--- src/rtl/lzrw1_pkg.sv ---
// Shared types for the LZRW1 block sequencer.
// Block geometry, byte/block types and the sequencer state encoding.
package lzrw1_pkg;

    localparam int BLOCK_BYTES = 16;

    typedef logic [7:0] byte_t;
    typedef logic [BLOCK_BYTES-1:0][7:0] block_t;

    typedef enum logic [1:0] {
        S_FILL,
        S_ISSUE,
        S_WAIT,
        S_FINISH
    } state_t;

endpackage

--- src/rtl/lzrw1_block_packer.sv ---
// Lane-fill buffer: packs accepted bytes into a 16-lane block and
// pads the tail lanes when the stream ends on a partial block.
module lzrw1_block_packer
    import lzrw1_pkg::*;
#(
    parameter byte_t PAD_BYTE = 8'h00
) (
    input  logic   clock,
    input  logic   reset,
    input  logic   accept,
    input  byte_t  in_byte,
    input  logic   in_last,
    output block_t block,
    output logic   full
);

    logic [3:0] fill_cnt;

    assign full = accept &&
                  (in_last || fill_cnt == 4'(BLOCK_BYTES - 1));

    always_ff @(posedge clock) begin
        if (reset) begin
            fill_cnt <= '0;
            block    <= {BLOCK_BYTES{PAD_BYTE}};
        end else if (accept) begin
            // Lanes beyond the final byte are padded in the same cycle.
            for (int k = 0; k < BLOCK_BYTES; k++) begin
                if (4'(k) == fill_cnt) begin
                    block[k] <= in_byte;
                end else if (in_last && 4'(k) > fill_cnt) begin
                    block[k] <= PAD_BYTE;
                end
            end
            fill_cnt <= full ? 4'd0 : fill_cnt + 4'd1;
        end
    end

endmodule

--- src/rtl/lzrw1_block_sequencer.sv ---
// Feeds 16-byte blocks to an LZRW1 core, forwards its output bytes,
// counts finished blocks and guards each block with a watchdog.
module lzrw1_block_sequencer
    import lzrw1_pkg::*;
#(
    parameter int    TIMEOUT_CYCLES = 1024,
    parameter byte_t PAD_BYTE       = 8'h00
) (
    input  logic        clock,
    input  logic        reset,
    input  byte_t       in_byte,
    input  logic        in_valid,
    input  logic        in_last,
    output logic        in_ready,
    output block_t      core_cur_byte,
    output logic        core_valid,
    input  byte_t       core_out_byte,
    input  logic        core_out_valid,
    input  logic        core_finished,
    output byte_t       out_byte,
    output logic        out_valid,
    output logic        done,
    output logic        error,
    output logic [15:0] block_count
);

    localparam int WW = $clog2(TIMEOUT_CYCLES + 1);
    localparam logic [WW-1:0] WAIT_LAST = WW'(TIMEOUT_CYCLES - 1);

    state_t        state;
    logic [WW-1:0] wait_cnt;
    logic          last_blk;
    logic          accept;
    logic          full;
    logic          fwd;

    assign in_ready = (state == S_FILL) && !reset;
    assign accept   = in_valid && in_ready;
    assign fwd      = (state == S_WAIT) && core_out_valid;

    lzrw1_block_packer #(
        .PAD_BYTE(PAD_BYTE)
    ) u_packer (
        .clock  (clock),
        .reset  (reset),
        .accept (accept),
        .in_byte(in_byte),
        .in_last(in_last),
        .block  (core_cur_byte),
        .full   (full)
    );

    always_ff @(posedge clock) begin
        if (reset) begin
            state       <= S_FILL;
            wait_cnt    <= '0;
            last_blk    <= 1'b0;
            core_valid  <= 1'b0;
            done        <= 1'b0;
            error       <= 1'b0;
            block_count <= '0;
            out_valid   <= 1'b0;
            out_byte    <= '0;
        end else begin
            core_valid <= 1'b0;
            done       <= 1'b0;
            out_valid  <= fwd;
            if (fwd) begin
                out_byte <= core_out_byte;
            end
            unique case (state)
                S_FILL: begin
                    if (full) begin
                        state      <= S_ISSUE;
                        core_valid <= 1'b1;
                        if (in_last) begin
                            last_blk <= 1'b1;
                        end
                    end
                end
                S_ISSUE: begin
                    state    <= S_WAIT;
                    wait_cnt <= '0;
                end
                S_WAIT: begin
                    // Finish wins over a coincident watchdog expiry.
                    if (core_finished) begin
                        block_count <= block_count + 16'd1;
                        if (last_blk) begin
                            state <= S_FINISH;
                            done  <= 1'b1;
                        end else begin
                            state <= S_FILL;
                        end
                    end else if (wait_cnt == WAIT_LAST) begin
                        error <= 1'b1;
                        state <= S_FINISH;
                        done  <= 1'b1;
                    end else begin
                        wait_cnt <= wait_cnt + 1'b1;
                    end
                end
                S_FINISH: begin
                    last_blk <= 1'b0;
                    state    <= S_FILL;
                end
            endcase
        end
    end

endmodule

--- config.mk ---
export PLATFORM = sky130hd
export DESIGN_NAME = lzrw1_block_sequencer
export DESIGN_NICKNAME = d
export VERILOG_FILES = /design/src/rtl/lzrw1_pkg.sv /design/src/rtl/lzrw1_block_packer.sv /design/src/rtl/lzrw1_block_sequencer.sv
export SDC_FILE = /design/constraint.sdc
export NUM_CORES = 1
export LEC_CHECK = 0
export CELL_PAD_IN_SITES_DETAIL_PLACEMENT = 1
export CELL_PAD_IN_SITES_GLOBAL_PLACEMENT = 2
export CORE_MARGIN = 4
export CORE_UTILIZATION = 28
export CTS_CLUSTER_DIAMETER = 40
export CTS_CLUSTER_SIZE = 12
export DETAILED_ROUTE_END_ITERATION = 7
export PLACE_DENSITY_LB_ADDON = 0.1
export SKIP_CTS_REPAIR_TIMING = 1
export SYNTH_ARGS = -nofsm -noshare
export SYNTH_HDL_FRONTEND = slang
export SYNTH_SLANG_ARGS = --single-unit
--- constraint.sdc ---
create_clock -name clock -period 2.9 [get_ports clock]
set_clock_uncertainty 0.2 [all_clocks]
set_input_delay 0.435 -clock clock [delete_from_list [all_inputs] [get_ports clock]]
set_output_delay 0.435 -clock clock [all_outputs]
set_load 0.02 [all_outputs]
* Yosys cells after proc, flatten, opt, wreduce, memory -nomap -nowiden
Index checks and enable logic that the tools add are counted.
** Word-level totals
- Flip-flop bits (word level) :: 174
- Bits of input ports :: 22
- Output and inout port bits :: 157
** Operators by class
- $add $sub $neg :: 3
- Magnitude comparators :: 16
- Equality and inequality tests :: 25
- Multiplexer cells :: 48
- Bitwise gates (word level) :: 3
- Reduce and logical (&&, ||, !) cells :: 65
** Operator list (number)
- 2-to-1 mux 8 bit :: 32
- AND reduction 2 bit :: 18
- nonzero test 2 bit :: 18
- == test 4 bit, first input constant :: 8
- > comparator 4 bit, first input constant :: 8
- 2-to-1 mux 11 bit :: 2
- one-hot mux 11 bit (2 select lines) :: 1
- logical AND 1 bit :: 20
- adder 16 x 1 -> 16 bit, second input constant :: 1
- == test 3 x 4 -> 1 bit, first input constant :: 4
- > comparator 3 x 4 -> 1 bit, first input constant :: 4
- adder 11 x 1 -> 11 bit, second input constant :: 1
- == test 11 x 10 -> 1 bit, second input constant :: 1
- AND reduction 3 bit :: 3
- == test 2 x 4 -> 1 bit, first input constant :: 2
- > comparator 1 x 4 -> 1 bit, first input constant :: 2
- > comparator 2 x 4 -> 1 bit, first input constant :: 2
- 2-to-1 mux 2 bit :: 4
- one-hot mux 2 bit (4 select lines) :: 1
- 2-to-1 mux 1 bit :: 6
- inequality test 2 bit, second input constant :: 3
- adder 4 x 1 -> 4 bit, second input constant :: 1
- == test 1 x 4 -> 1 bit, first input constant :: 1
- == test 2 bit, second input constant :: 2
- other kinds (12) :: 15

* Logic depth before layout (Yosys ltp)
Gate-level depths: netlist (run 1).
- Depth in word-level cells :: 6
- Gate-level depth with buffers :: 8
- Mapped depth without buffers :: 6

* By module
A second synthesis (run 1) with hierarchy kept.
** Unflattened totals
- Cells, all modules :: 735
- Area total of the unflattened synthesis :: 7100.6 um2
** By module, submodules not included
- lzrw1_block_packer :: times used 1, cells an instance 509, area an instance 5134.9 um2, seq. area each 2642.5 um2
- lzrw1_block_sequencer :: times used 1, cells an instance 226, area an instance 1965.6 um2, seq. area each 840.8 um2

* Least setup slack after synthesis (run 1)
No wires, ideal clock.
- Kind :: input port to flip-flop
- From :: input port reset
- To :: register u_packer.block[40] in the netlist's numbering
- Data arrival time :: 1.903 ns
- Data required time :: 2.572 ns
- Setup slack :: 0.669 ns
- Stages on the path :: 6
- Path buffers :: 2
- Path through :: or4b_1 > buf_2 > buf_6 > a2111o_1 > a22oi_1 > nor2_1
** On the way
- Cells in the longest elaborated chain, start to end :: 4
** RTL lines
- from (decl) :: line lzrw1_block_sequencer.sv:10 : input logic reset,
- zero test 1 bit :: line lzrw1_block_sequencer.sv:37 : assign in_ready = (state == S_FILL) && !reset;
- logical AND 1 bit :: line lzrw1_block_sequencer.sv:37
- logical AND 1 bit :: line lzrw1_block_sequencer.sv:38 : assign accept = in_valid && in_ready;
- AND reduction 2 bit (no line)
- to (signal assigned) :: line lzrw1_block_packer.sv:25 : block <= {BLOCK_BYTES{PAD_BYTE}};
- to (signal, indexed assignment) :: line lzrw1_block_packer.sv:30 : block[k] <= in_byte;
- to (decl) :: line lzrw1_block_packer.sv:13 : output block_t block,
Parallel ways exist; a longest one is shown, timed or not.
A chain may end at the register's enable or synchronous reset.

* Worst setup path after layout (run 1)
- From :: register u_packer.fill_cnt[0]
- To :: register u_packer.block[84] in the netlist's numbering
** On the way
- Cells in the longest elaborated chain, start to end :: 4
** RTL lines
- from (decl) :: line lzrw1_block_packer.sv:17 : logic [3:0] fill_cnt;
- from (signal assigned) :: line lzrw1_block_packer.sv:35 : fill_cnt <= full ? 4'd0 : fill_cnt + 4'd1;
- > comparator 4 bit :: line lzrw1_block_packer.sv:31 : end else if (in_last && 4'(k) > fill_cnt) begin
- logical AND 1 bit :: line lzrw1_block_packer.sv:31
- nonzero test 2 bit (no line)
- AND reduction 2 bit (no line)
Parallel ways exist; a longest one is shown, timed or not.

==> results of run 1 <==
cell usage after synthesis (4+ instances only):
cell type	n
dfxtp_1	174
nor2_1	112
a22oi_1	81
a21oi_1	62
clkbuf_1	52
nand2_1	47
nand3_1	33
o21ai_0	31
nand4_1	16
buf_2	9
inv_1	9
mux2i_1	9
a22o_1	8
xor2_1	8
and4_1	7
and2_1	6
nor2b_1	6
nor3_1	6
or3_1	6
and3_1	5
ha_1	5
nand2b_1	5
a311oi_1	4
buf_1	4
nor4_1	4
flip-flops by register name, summed over array words and instances (netlist names):
register           cells
u_packer.block       128
error                  1
out_valid              1
done                   1
state                  2
wait_cnt              11
u_packer.fill_cnt      4
out_byte               8
last_blk               1
block_count           16
core_valid             1
worst max-delay path by stage:
stage | startpoint | to | cells after the start
after floorplan | reset | u_packer.block[40]$_SDFFE_PP0P_ | 6
after global placement | in_valid | u_packer.block[59]$_SDFFE_PP0P_ | 6
after detailed placement | in_valid | u_packer.block[88]$_SDFFE_PP0P_ | 5
after CTS | u_packer.fill_cnt[0]$_SDFFE_PP0P_ | u_packer.block[84]$_SDFFE_PP0P_ | 6
after global routing | u_packer.fill_cnt[0]$_SDFFE_PP0P_ | u_packer.block[84]$_SDFFE_PP0P_ | 6
final | u_packer.fill_cnt[0]$_SDFFE_PP0P_ | u_packer.block[84]$_SDFFE_PP0P_ | 6
metal layers:
metal / share of wire / track usage
met4: 0.012 / 0.0438
met5: 0 / 0
met2: 0.47 / 0.293
met1: 0.46 / 0.236
met3: 0.058 / 0.0477
layout make-up:
| type | count | area (um^2) |
|---|---|---|
| clock buffer | 17 | 425 |
| sequential | 174 | 3480 |
| fill | 2686 | 14100 |
| multi-input combinational | 505 | 2980 |
| clock inverter | 14 | 226 |
| timing repair buffer | 205 | 1990 |
| inverter | 10 | 37.5 |
| tap | 319 | 399 |
kinds of logic after synthesis:
| logic type | share of synthesized area |
|---|---|
| AND/OR/NAND/NOR | 0.197 |
| AO/OA/AOI/OAI | 0.202 |
| flip-flops | 0.516 |
| buffers and inverters | 0.0450 |
| multiplexers | 0.0183 |
| XOR/XNOR | 0.0130 |
| adder cells (fa/ha/maj) | 0.00926 |
metrics by stage:
stage	utilization	setup slack [ns]	power, mW
after floorplan	-	0.669	2.64
after global placement	0.376	0.0886	2.79
after detailed placement	0.376	0.0492	2.80
after CTS	0.404	0.371	5.39
after global routing	0.404	0.123	5.50
final	0.404	0.390	5.32
power groups by stage:
stage / combinational (mW) / clock, mW / sequential (mW)
2_1_floorplan: 0.159 / 0 / 2.49
3_3_place_gp: 0.316 / 0 / 2.48
3_5_place_dp: 0.325 / 0 / 2.48
4_1_cts: 0.325 / 2.64 / 2.42
5_1_grt: 0.347 / 2.73 / 2.42
6_report: 0.320 / 2.58 / 2.42
worst min-delay path, cell delays in order, from the launching register on:
cell     delay [ns]
dfxtp_1        0.31
nand2_1        0.05
a21oi_1        0.05
==> run metrics, run 1 <==
cell area after synthesis 6760 um^2; worst min-delay path startpoint out_byte[2]$_SDFFE_PP0P_; number of global-route vias before repair 6687; WHS Path Cells 2; Psw 1.27 mW; Buf+Inv Stages, Crit Path 1; die height 163 um; routability cong. 0.767; vias after detailed routing 6377; outcome complete, no violations; Worst Max-Slew Pin Slew 1.08 ns; Max Cap Violations 0; crit path DAT 2.66 ns; sink of the worst hold path out_byte[2]$_SDFFE_PP0P_; internal power 4.06 mW; Clk pwr share 0.485; Reg clk slew, reported paths 0.07 ns; YS warnings 0; Reg2Reg Setup Slack 0.39 ns; # port buffers 178; Gate Count Post-Synth 755; ordered list of cells on the worst path inv_1 -> ha_1 -> and3b_1 -> a21oi_1 -> o21ai_0 -> a21oi_1; Worst-Skew Late Latency 0.43 ns; ys async rst share 0; Main synth FF type dfxtp_1; Flop pwr share 0.455; Nets 940; cts bufs inserted 17; HPWL Detailed 16.6 mm; Horiz. Die Dim 163 um; crit share post-route 0.865; hold_ws 0.263 ns; layout cell share with drive strength beyond 1 0.0757; largest net degree at the start of global routing 104; CORE AREA 23600 um^2; relative slew slack 0.280; DRC violations left 0; Period minus WS final 2.51 ns; Post-Layout Cell Count 1244; commonest non-fill, non-tap cells in the layout clkdlybuf4s50_1 (177), dfxtp_1 (174), nor2_1 (112), a22oi_1 (81), a21oi_1 (62); worst vdd ir 291 uV; Post-synth EDFFs 0; # IOs 179; RSZ-0062 raised after global routing no; Finished Cell Area 9540 um^2; Initial Util 0.286; net count after synthesis 782; reg2reg start u_packer.fill_cnt[0]$_SDFFE_PP0P_; startpoint types register; FF-to-FF End u_packer.block[84]$_SDFFE_PP0P_; root buffer cell clkbuf_16; full die area 26700 um^2; # H-tree levels 4; area grow syn2layout 41.2%; total grt overflow 0; CTS sink cnt 174; drt total wl 24.2 mm; leading area contributor after synthesis dfxtp_1; final setup violation count 0; fmax 398 MHz; Fin. Hold Viols 0; Max clock buf depth 2; DRT Pass-1 Iters 5; combinational fraction of design power 0.060; placed cell area 8890 um^2; #FFs+latches synth 174; setup TNS 0 ns; commonest non-fill, non-tap cell in the layout clkdlybuf4s50_1; CP peak stage delay 0.60 ns; Net Sw Frac 0.238; DR vias/cell 5.13; Top Family by Delay on Critical Path compound AO/OA/AOI/OAI gates; CP max-delay cell a21oi_1; final antenna-violating net count 0; Rows 56; initial antenna violation count 0; CP Class register to register; register area share after synthesis 0.516; max-slew violations 0; distinct cell type count after synthesis 55; Critical Path Fanout Max 9; Worst Path Required 3.05 ns; post-synth top area share 0.516; average wire per standard cell 19.5 um; initial DRC count 349; reg2reg path depth 6; Area contributors post-synth dfxtp_1 (52%), a22oi_1 (9.0%), nor2_1 (6.2%); Pwr Density 558 nW/um^2; first-pass GRT wire length 37.4 mm; n_diodes 0; worst hold path type register to register; TritonCTS clock tree done; CP most frequent cell a21oi_1; gr usage total 0.179; Crit. End Element register; Syn Area/Cell 8.95 um^2; placed insts 1213; P_leak 3.22 nW
No activity file was read; power rests on OpenSTA's default activity.
==> run 2, diff against run 1 <==
--- a/config.mk
+++ b/config.mk
@@ -13,6 +13,7 @@
 export CTS_CLUSTER_SIZE = 12
 export DETAILED_ROUTE_END_ITERATION = 7
 export PLACE_DENSITY_LB_ADDON = 0.1
+export RECOVER_POWER = 50
 export SKIP_CTS_REPAIR_TIMING = 1
 export SYNTH_ARGS = -nofsm -noshare
 export SYNTH_HDL_FRONTEND = slang
==> run 2 against run 1 <==
  * Cell area down 0.12%
  * First-iteration DRC count up 3.7%
  * Power down 0.35%
  * Routed wire length down 0.21%
  * Utilization about the same
  * Critical path depth unchanged
  * Combinational power down 2%
  * Critical endpoint unchanged
==> run metrics, run 2 (synthesized netlist as in run 1, its figures left out) <==
Highest Signal Layer met4; worst vdd ir 291 uV; CP Class register to register; outcome complete, no violations; Worst Max-Slew Pin Slew 1.08 ns; Pwr Density 557 nW/um^2; CP peak stage delay 0.57 ns; initial DRC count 362; commonest non-fill, non-tap cell in the layout dfxtp_1; ordered list of cells on the worst path inv_1 -> ha_1 -> and3b_1 -> a21oi_1 -> o21ai_0 -> a21oi_1; vias after detailed routing 6357; Crit. End Element register; full die area 26700 um^2; worst hold path type register to register; relative slew slack 0.282; fmax 403 MHz; Period minus WS final 2.48 ns; final setup violation count 0; TritonCTS clock tree done; Max clock buf depth 2; # H-tree levels 4; # IOs 179; CP max-delay cell a21oi_1; total grt overflow 0; P_leak 3.68 nW; Buf+Inv Stages, Crit Path 1; gr usage total 0.179; number of global-route vias before repair 6687; layout cell share with drive strength beyond 1 0.0724; drt total wl 24.2 mm; met2 WL post-DR 11.5 mm; startpoint types register; Worst-Skew Late Latency 0.42 ns; Rows 56; setup ws final 0.419 ns; DR vias/cell 5.11; largest net degree at the start of global routing 104; cts bufs inserted 17; M1 WL 11.1 mm; # port buffers 178; crit path DAT 2.63 ns; average wire per standard cell 19.5 um; Initial Util 0.286; HPWL Detailed 16.6 mm; max-slew violations 0; Worst Path Required 3.05 ns; commonest non-fill, non-tap cells in the layout dfxtp_1 (174), dlygate4sd3_1 (135), nor2_1 (112), a22oi_1 (81), a21oi_1 (62); CP most frequent cell a21oi_1; Setup WS pre-CTS 0.0492 ns; Top Family by Delay on Critical Path compound AO/OA/AOI/OAI gates; Horiz. Die Dim 163 um; n_diodes 0; first-pass GRT wire length 37.4 mm; Fin. Hold Viols 0; CORE AREA 23600 um^2; RSZ-0062 raised after global routing no; final antenna-violating net count 0; routability cong. 0.767; DRC violations left 0; Nets 940; die height 163 um; Max Cap Violations 0; Top reg by flops u_packer.block; DRT Pass-1 Iters 5; Critical Path Fanout Max 9; Reg clk slew, reported paths 0.07 ns; max reg flops 128; setup TNS 0 ns; initial antenna violation count 0; area grow syn2layout 41.1%; CTS sink cnt 174; root buffer cell clkbuf_16; Top Registers u_packer.block (128), block_count (16), wait_cnt (11); crit share post-route 0.856; DR WL met3 1.45 mm
==> run 2: cell count changes in the layout (fill, tap and decap cells not counted) <==
cell             before  now
clkdlybuf4s50_1     177   42
dlygate4sd3_1         0  135
buf_4                27   24
clkbuf_1              0    3
==> run 2: through the flow <==
step | instance area [um^2] | hold slack, ns | cells | power [mW] | utilization
5_1_grt | 9530 | 0.275 | 1244 | 5.50 | 0.404
2_1_floorplan | 6760 | 0.224 | 755 | 2.64 | -
3_5_place_dp | 8890 | 0.253 | 1213 | 2.80 | 0.376
4_1_cts | 9540 | 0.263 | 1244 | 5.39 | 0.404
3_3_place_gp | 8890 | 0.237 | 1213 | 2.79 | 0.376
6_report | 9530 | 0.260 | 1244 | 5.31 | 0.404
==> run 2: worst paths after layout <==
check                                                        from                               to  slack, ns  cells past startpoint
worst max-delay path            u_packer.fill_cnt[0]$_SDFFE_PP0P_  u_packer.block[84]$_SDFFE_PP0P_       0.42                      6
worst min-delay path                     out_byte[2]$_SDFFE_PP0P_         out_byte[2]$_SDFFE_PP0P_       0.26                      2
worst max register to register  u_packer.fill_cnt[0]$_SDFFE_PP0P_  u_packer.block[84]$_SDFFE_PP0P_       0.42                      6
worst min register to register           out_byte[2]$_SDFFE_PP0P_         out_byte[2]$_SDFFE_PP0P_       0.26                      2
==> run 2: worst reg2reg max path: cells and delay by family (launching register included) <==
kind | cells | cell delay (ns)
buffers and inverters | 1 | 0.14
AO/OA/AOI/OAI | 3 | 0.92
flip-flops | 1 | 0.49
adder cells (fa/ha/maj) | 1 | 0.33
AND/OR/NAND/NOR | 1 | 0.33
==> run 2: per-layer routing <==
layer / vias to the layer above / track usage
met3: 10 / 0.0477
met4: 0 / 0.0438
li1: 3030 / -
met5: - / 0
met1: 3153 / 0.236
met2: 164 / 0.293
==> run 2: where the power goes <==
group	internal, mW	switching, mW	total (mW)
clock	1.55	1.02	2.57
combinational	0.101	0.213	0.314
sequential	2.40	0.0161	2.42
==> run 2: final cells by class <==
type / count / area [um^2]
well taps: 319 / 399
clock inverters: 14 / 226
flip-flops and latches: 174 / 3480
inverters: 10 / 37.5
clock buffers: 17 / 425
fillers: 2689 / 14100
multi-input cells: 505 / 2980
repair buffers: 205 / 1980
